`src/rtl/if_fetch_unit.sv`:
```
// Instruction-fetch stage: owns the PC and keeps one memory request outstanding.
// Holds one fetched word for IF/ID and discards responses made stale by a redirect.
module if_fetch_unit #(
  parameter logic [31:0] RESET_PC = 32'h0000_0000,
  parameter logic [31:0] NOP_WORD = 32'h0000_0000
) (
  input  logic        clk_i,
  input  logic        rst_i,
  input  logic        start_i,
  input  logic        stall_i,
  input  logic        branch_taken_i,
  input  logic [31:0] branch_target_i,
  output logic        mem_req_o,
  output logic [31:0] mem_addr_o,
  input  logic        mem_ack_i,
  input  logic [31:0] mem_data_i,
  output logic [31:0] inst_o,
  output logic [31:0] pc_o,
  output logic        valid_o
);

  typedef enum logic [1:0] {IDLE, READY, BUSY, DRAIN} state_t;

  typedef struct packed {
    logic        valid;
    logic [31:0] inst;
    logic [31:0] addr;
  } fbuf_t;

  state_t      state_q, state_n;
  logic [31:0] pc_q, pc_n;
  logic [31:0] req_addr_q, req_addr_n;
  fbuf_t       buf_q, buf_n;

  logic        room, consume, issue, load;
  logic [31:0] load_addr;

  assign room    = ~buf_q.valid | ~stall_i;
  assign consume = buf_q.valid & ~stall_i;
  assign issue   = (state_q == READY) & start_i & room & ~branch_taken_i;

  assign mem_req_o  = issue | (state_q == BUSY) | (state_q == DRAIN);
  assign mem_addr_o = (state_q == READY) ? pc_q : req_addr_q;

  assign inst_o  = buf_q.valid ? buf_q.inst : NOP_WORD;
  assign pc_o    = buf_q.addr + 32'd4;
  assign valid_o = buf_q.valid;

  always_comb begin
    state_n    = state_q;
    pc_n       = pc_q;
    req_addr_n = req_addr_q;
    buf_n      = buf_q;
    load       = 1'b0;
    load_addr  = pc_q;

    case (state_q)
      IDLE: if (start_i) state_n = READY;
      READY: begin
        if (issue) begin
          if (mem_ack_i) begin
            load      = 1'b1;
            load_addr = pc_q;
          end else begin
            req_addr_n = pc_q;
            state_n    = BUSY;
          end
        end
      end
      BUSY: begin
        if (branch_taken_i) begin
          state_n = mem_ack_i ? READY : DRAIN;
        end else if (mem_ack_i) begin
          load      = 1'b1;
          load_addr = req_addr_q;
          state_n   = READY;
        end
      end
      DRAIN: if (mem_ack_i) state_n = READY;
      default: state_n = IDLE;
    endcase

    if (load) pc_n = pc_q + 32'd4;

    // Redirect wins over everything; buf_addr follows the new PC so pc_o tracks it.
    if (branch_taken_i) begin
      pc_n        = branch_target_i;
      buf_n.valid = 1'b0;
      buf_n.addr  = branch_target_i;
    end else if (load) begin
      buf_n.valid = 1'b1;
      buf_n.inst  = mem_data_i;
      buf_n.addr  = load_addr;
    end else if (consume || !buf_q.valid) begin
      buf_n.valid = 1'b0;
      buf_n.addr  = pc_q;
    end
  end

  always_ff @(posedge clk_i) begin
    if (rst_i) begin
      state_q    <= IDLE;
      pc_q       <= RESET_PC;
      req_addr_q <= RESET_PC;
      buf_q      <= '{valid: 1'b0, inst: NOP_WORD, addr: RESET_PC};
    end else begin
      state_q    <= state_n;
      pc_q       <= pc_n;
      req_addr_q <= req_addr_n;
      buf_q      <= buf_n;
    end
  end

endmodule

```
`config.mk`:
```
export PLATFORM = sky130hd
export DESIGN_NAME = if_fetch_unit
export DESIGN_NICKNAME = d
export VERILOG_FILES = /design/src/rtl/if_fetch_unit.sv
export SDC_FILE = /design/constraint.sdc
export NUM_CORES = 1
export LEC_CHECK = 0
export ABC_AREA = 1
export CAP_MARGIN = 20
export CELL_PAD_IN_SITES_DETAIL_PLACEMENT = 1
export CELL_PAD_IN_SITES_GLOBAL_PLACEMENT = 1
export CORE_MARGIN = 4
export CORE_UTILIZATION = 36
export CTS_CLUSTER_SIZE = 14
export DETAILED_ROUTE_END_ITERATION = 8
export PLACE_DENSITY = 0.85
export SLEW_MARGIN = 30
export SYNTH_ARGS = -nofsm -noshare
export SYNTH_HDL_FRONTEND = slang
export SYNTH_SLANG_ARGS = --single-unit
```
`constraint.sdc`:
```
create_clock -name clk_i -period 2.4 [get_ports clk_i]
set_input_delay 0.72 -clock clk_i [delete_from_list [all_inputs] [get_ports clk_i]]
set_output_delay 0.72 -clock clk_i [all_outputs]
set_load 0.03 [all_outputs]
```
==> flow_summary.toml, run 1 <==
[logic_synthesis]
synth_area_um2 = 8170
synthFlopType = "dfxtp_1"
synth.top_cell.area_share = 0.321
yosys-top-cells-area = "dfxtp_1 32%, nand2_1 17%, o21ai_0 11%, nor2_1 10%, inv_1 6.5%"
yosys.area.top_type = "dfxtp_1"
synth.yosys.seq_area_share = 0.321
synth-seq-cells = 131
ys_types = 32
synth_area_per_cell_um2 = 6.00
synth_edf_count = 0
syn_inst = 1361
yosys.cell_count.top_type = "nand2_1"
async_reset_ff_frac = 0
netlist_top_cells_count = "364 x nand2_1, 218 x nor2_1, 184 x o21ai_0"
syn_nets = 1438
yosysWarningCount = 0

[grt]
grt_use_total = 0.277
grt_max_degree = 44
grt_pass1_vias = 10400
antenna_found_initial = 0
grt_pass1_wl_um = 54800
grt_remaining_overflow = 0

[sta]
setup_slack_ns = -0.333
setup_violations = 51
fmax_ghz = 0.366
fin_tns_setup_ns = -6.42
rsz0062_at_grt = "true"
maxSlewHeadroom = 0.609
slew_viol_final = 0
hold_viol_final = 0
period_share = 1.14
period_minus_slack_ns = 2.73
tightest_slew_ns = 0.581
clock_skew_ns = 0.0123

[pwr]
power-per-cell-area_nw_per_um2 = 721
finalPower_w = 0.00906
power_frac_comb = 0.412
peakVddDrop_v = 0.000523
leakage_nw = 5.83
internal_power_w = 0.00557
p_clk_frac = 0.302
p_seq_frac = 0.286
p_sw_w = 0.00349
switching_share = 0.385

[routing]
first_iter_violations = 800
via_count = 10400
drt_pre_antenna_iters = 6
routed_wl_um = 40100
ant_nets = 0
avgRoutedWirePerCell_um = 21.5
viasPerCell = 5.60
drcViolationCount = 0

[run]
drv_cap = 0

[clock_tree]
postCtsHoldBufs = 0
cts_inserted_buffers = 17
cts_root_buf = "clkbuf_16"
clk_latency_ns = 0.44
cts_tree = "done"
clock-sinks = 131
cts_buffer_depth = 2
clk_pin_slew_ns = 0.07
cts_max_level = 4

[worst_setup_path]
max_stage_delay_ns = 0.40
crit_family = "simple AND/OR/NAND/NOR gates"
start_kind = "flip-flop"
path_buf_inv = 2
crit_path_cell_trace = "buf_4, nand3_4, nor2_4, nand4_1, nor2_2, xor2_1, buf_4"
critPathKind = "flip-flop to primary output"
crit_top_cell = "buf_4"
worst-path-max-fanout = 4
critPathArrivalTime_ns = 2.01
crit_slowest_cell = "dfxtp_4"
endpoint_kind = "primary output"
critPathRequiredTime_ns = 1.68

[final_layout]
nNetsFinal = 1645
drive_above_1_share = 0.264
fill_cells = 2788
syn_to_final_growth_pct = 53.9
num_antenna_cells = 0

[placement]
globalplace.congestion = 0.950
place.port_buffers = 167
pre_cts_slack_ns = -0.156
dpl.hpwl_um = 23800

[floorplanning]
die-area_um2 = 25200
core_um2 = 22100
io_pins = 168
start_util = 0.370
row_count = 54
die_h_um = 159
die_w_um = 159

[outcome]
violations = "setup timing"
outcome = "finished, violations left"

[worst_hold_path]
min_path_type = "flip-flop to flip-flop"
## worst reg2reg max path, stage by stage, from the launching register on
cell,delay [ns]
dfxtp_2,0.33
inv_2,0.07
ha_4,0.24
buf_6,0.14
buf_8,0.11
nand4_4,0.14
buf_4,0.27
o21ai_0,0.52
nand3_1,0.24
nand2_1,0.13
nand2_1,0.06
nor2_1,0.13
## path summary, 6_finish.rpt
path / start / to / slack, ns / cells after the start
max: buf_q[7]$_SDFFE_PP0P_ / pc_o[16] / -0.33 / 7
min reg2reg: buf_q[56]$_SDFFE_PP0P_ / buf_q[56]$_SDFFE_PP0P_ / 0.48 / 2
max reg2reg: state_q[1]$_SDFFE_PP0P_ / state_q[1]$_SDFFE_PP0P_ / -0.06 / 11
min: buf_q[56]$_SDFFE_PP0P_ / buf_q[56]$_SDFFE_PP0P_ / 0.48 / 2
## stage by stage
stage,instance area (µm²),instances,utilization,hold slack [ns]
2_1_floorplan,8180,1361,-,0.439
3_3_place_gp,10400,1794,0.472,0.448
3_5_place_dp,10400,1794,0.472,0.460
4_1_cts,11700,1848,0.531,0.479
5_1_grt,12600,1861,0.569,0.515
6_report,12600,1861,0.569,0.485
## state kept, by name, summed over array words and instances, names as in the netlist
signal,flops
req_addr_q,32
state_q,2
buf_q,64
pc_q,32
valid_o,1
## metal layers
| metal | track usage | vias to the layer above | wire (µm) |
|---|---|---|---|
| met3 | 0.0421 | 161 | 2670 |
| li1 | - | 4732 | - |
| met2 | 0.476 | 520 | 19700 |
| met1 | 0.338 | 5012 | 15400 |
| met4 | 0.134 | 0 | 2410 |
| met5 | 0 | - | 0 |
## cell type report
class	count	area, µm²	area share
Timing Repair Buffer	267	2850	0.227
Clock buffer	17	425	0.0338
Inverter	145	556	0.0442
Multi-Input combinational cell	1006	5510	0.438
Tap cell	280	350	0.0279
Sequential cell	131	2710	0.216
Clock inverter	15	171	0.0136
## kinds of logic (layout without fill, tap and decap cells)
kind of cell	count (synthesis)	after routing	share of synthesized area
XOR/XNOR	33	33	0.0354
AO/OA/AOI/OAI	287	287	0.178
buffers and inverters	224	444	0.119
flip-flops	131	131	0.321
AND/OR/NAND/NOR	679	679	0.336
adder cells (fa/ha/maj)	7	7	0.0107
## power by group through the flow
stage	Combinational (W)	Clock [W]	Sequential, W
6_report	0.00373	0.00274	0.00259
5_1_grt	0.00393	0.00286	0.00261
4_1_cts	0.00316	0.00272	0.00256
3_5_place_dp	0.00244	0	0.00259
3_3_place_gp	0.00237	0	0.00258
2_1_floorplan	0.00129	0	0.00254
## repair_timing
action                                  CTS  global route
endpoints found under the setup margin   59            61
endpoints found under the hold margin     0             0
gates resized for setup                 179           172
cloned                                    4             1
setup buffers                            21            16
pin swaps                                32            50
## cells in the final DEF, fill, tap and decap left out, types with 4 or more instances in the layout
cell type,n
nand4_1,10
o21ai_1,16
nand3_1,54
dfxtp_2,6
nor2_2,9
xnor2_2,9
nor3_2,9
clkdlybuf4s50_1,68
a21oi_1,82
inv_1,132
xnor2_1,5
dfxtp_1,103
o21ai_0,152
buf_16,4
nor3_4,5
ha_1,4
nor2_1,199
nor2_4,16
buf_4,116
inv_6,6
xor2_1,15
buf_6,35
clkinv_4,4
dfxtp_4,22
nand2_2,20
nand2_4,33
buf_12,34
clkbuf_16,18
nand2_1,314
inv_2,10
o21ai_2,14
o21ai_4,16
(Power assumes the default switching activity.)
==> run 2: changes to the inputs <==
PLACE_DENSITY = 0.81   (was 0.85)
==> run 2 against run 1 <==
  * The flow still finishes with violations (setup timing)
  * Die area unchanged
  * Worst hold slack better by 0.0020 ns
  * Final cell count increased by 0.54%
  * First-iteration DRC count is the same
  * Clock skew up 0.00088 ns
  * Global-route usage is 1.6 points higher
  * Sequential power is essentially flat
  * Register-to-register slack gained 0.12 ns
  * Combinational power is 9.1% higher
==> flow_summary.toml, run 2 (synthesis results as in run 1) <==
[grt]
grt_remaining_overflow = 0
grt_pass1_wl_um = 57500
antenna_found_initial = 0
grt_use_total = 0.293
grt_max_degree = 94
grt_pass1_vias = 10300

[final_layout]
final_area_um2 = 12700
regMostFlops = "buf_q"
num_antenna_cells = 0
syn_to_final_growth_pct = 55.7
multi_input_area_um2 = 5490
register_area_um2 = 2710
fill_cells = 2774
mostFrequentLayoutCells = "317 x nand2_1, 198 x nor2_1, 152 x o21ai_0"
largest_reg_flops = 64
top_regs = "buf_q x64, pc_q x32, req_addr_q x32"
fin_util = 0.576
nNetsFinal = 1655
layout_commonest_cell = "nand2_1"
drive_above_1_share = 0.263

[floorplanning]
row_count = 54
die_w_um = 159
die_h_um = 159
die-area_um2 = 25200
core_um2 = 22100
start_util = 0.370
io_pins = 168

[pwr]
p_clk_frac = 0.289
switching_share = 0.382
p_seq_frac = 0.277
p_sw_w = 0.00358
power-per-cell-area_nw_per_um2 = 737
internal_power_w = 0.00580
power_frac_comb = 0.434
peakVddDrop_v = 0.000483
finalPower_w = 0.00938
leakage_nw = 5.76

[clock_tree]
cts_tree = "done"
cts_buffer_depth = 2
cts_inserted_buffers = 17
cts_max_level = 4
clock-sinks = 131
cts_root_buf = "clkbuf_16"
clk_pin_slew_ns = 0.07
clk_latency_ns = 0.43

[worst_setup_path]
endpoint = "pc_o[11]"
reg2reg_to = "buf_q[17]$_SDFFE_PP0P_"
max_stage_delay_ns = 0.41
r2r-start = "state_q[1]$_SDFFE_PP0P_"
crit_family = "simple AND/OR/NAND/NOR gates"
rrSetupSlack_ns = 0.06
start_kind = "flip-flop"
critical_path_depth = 6
critPathLaunch = "buf_q[5]$_SDFFE_PP0P_"
worst-path-max-fanout = 5
endpoint_kind = "primary output"
path_buf_inv = 2
critPathRequiredTime_ns = 1.68
crit_slowest_cell = "dfxtp_4"
reg2reg_depth = 12
critPathArrivalTime_ns = 2.02
critPathKind = "flip-flop to primary output"
crit_path_cell_trace = "nand2_4, inv_1, nand4_1, nor2_2, xor2_1, buf_4"

[run]
drv_cap = 0

[placement]
place.port_buffers = 167
globalplace.congestion = 0.878
placed_cell_area_um2 = 10500
dpl.hpwl_um = 23800

[sta]
hold_ws_ns = 0.486
setup_slack_ns = -0.343
hold_viol_final = 0
maxSlewHeadroom = 0.625
period_share = 1.14
slew_viol_final = 0
clock_skew_ns = 0.0131
fmax_ghz = 0.365
setup_violations = 45
tightest_slew_ns = 0.562
period_minus_slack_ns = 2.74
rsz0062_at_grt = "true"

[routing]
routed_wl_um = 40400
drt_pre_antenna_iters = 5
viasPerCell = 5.50
drcViolationCount = 0
first_iter_violations = 800
avgRoutedWirePerCell_um = 21.6
ant_nets = 0
via_count = 10300

[outcome]
violations = "setup timing"
outcome = "finished, violations left"

[worst_hold_path]
min_path_type = "flip-flop to flip-flop"
## run 2: cell count changes in the layout (fill, tap and decap cells not counted), sizes merged
cell,before,now
buf,194,202
clkbuf,19,20
clkdlybuf4s15,0,1
clkdlybuf4s50,68,69
clkinv,6,7
clkinvlp,1,3
inv,151,147
## run 2: worst register-to-register path, cell delays in order, from the launching register on
cell     delay [ns]
dfxtp_2        0.37
inv_4          0.05
buf_4          0.13
buf_4          0.15
ha_1           0.31
nand4_2        0.14
buf_4          0.21
buf_12         0.18
o21ai_0        0.11
a21oi_1        0.32
nor2_1         0.09
buf_4          0.13
nor2_1         0.09
## run 2: layout make-up
| cell class | instances | share of cell area |
|---|---|---|
| inverters | 145 | 0.0441 |
| multi-input cells | 1006 | 0.432 |
| well taps | 280 | 0.0275 |
| flip-flops and latches | 131 | 0.213 |
| clock buffers | 18 | 0.0345 |
| repair buffers | 277 | 0.237 |
| clock inverters | 14 | 0.0121 |
## run 2: what timing repair did
action / 4_1_cts / 5_1_grt
hold buffers: 0 / 0
setup endpoints to repair: 63 / 60
cloned: 9 / 2
buffers inserted: 23 / 21
pin swaps: 51 / 45
resized for setup: 250 / 106
## run 2: through the flow
stage	setup TNS (ns)	std cells	worst slack, ns
2_1_floorplan	-0.720	1361	-0.0441
3_5_place_dp	-0.866	1797	-0.0495
3_3_place_gp	0	1797	0.0234
5_1_grt	-8.20	1871	-0.359
4_1_cts	-3.94	1855	-0.213
6_report	-5.67	1871	-0.343
## run 2: worst min path at each step
stage                                start                           to  cells after the start
6_report            buf_q[45]$_SDFFE_PP0P_       buf_q[45]$_SDFFE_PP0P_                      2
2_1_floorplan  req_addr_q[28]$_SDFFE_PP0P_  req_addr_q[28]$_SDFFE_PP0P_                      2
3_3_place_gp   req_addr_q[14]$_SDFFE_PP0P_  req_addr_q[14]$_SDFFE_PP0P_                      2
4_1_cts         req_addr_q[8]$_SDFFE_PP0P_   req_addr_q[8]$_SDFFE_PP0P_                      2
5_1_grt             buf_q[48]$_SDFFE_PP0P_       buf_q[48]$_SDFFE_PP0P_                      2
3_5_place_dp   req_addr_q[14]$_SDFFE_PP0P_  req_addr_q[14]$_SDFFE_PP0P_                      2
## run 2: power by group through the flow
stage	sequential, W	clock (W)	combinational [W]
5_1_grt	0.00262	0.00283	0.00425
6_report	0.00260	0.00271	0.00407
2_1_floorplan	0.00254	0	0.00129
3_3_place_gp	0.00259	0	0.00239
3_5_place_dp	0.00259	0	0.00245
4_1_cts	0.00257	0.00271	0.00376
## run 2: layer usage
layer	up-vias	GRT usage	share of wire
li1	4745	-	-
met1	5009	0.352	0.40
met2	423	0.509	0.50
met3	119	0.0552	0.064
met4	0	0.129	0.039
met5	-	0	0
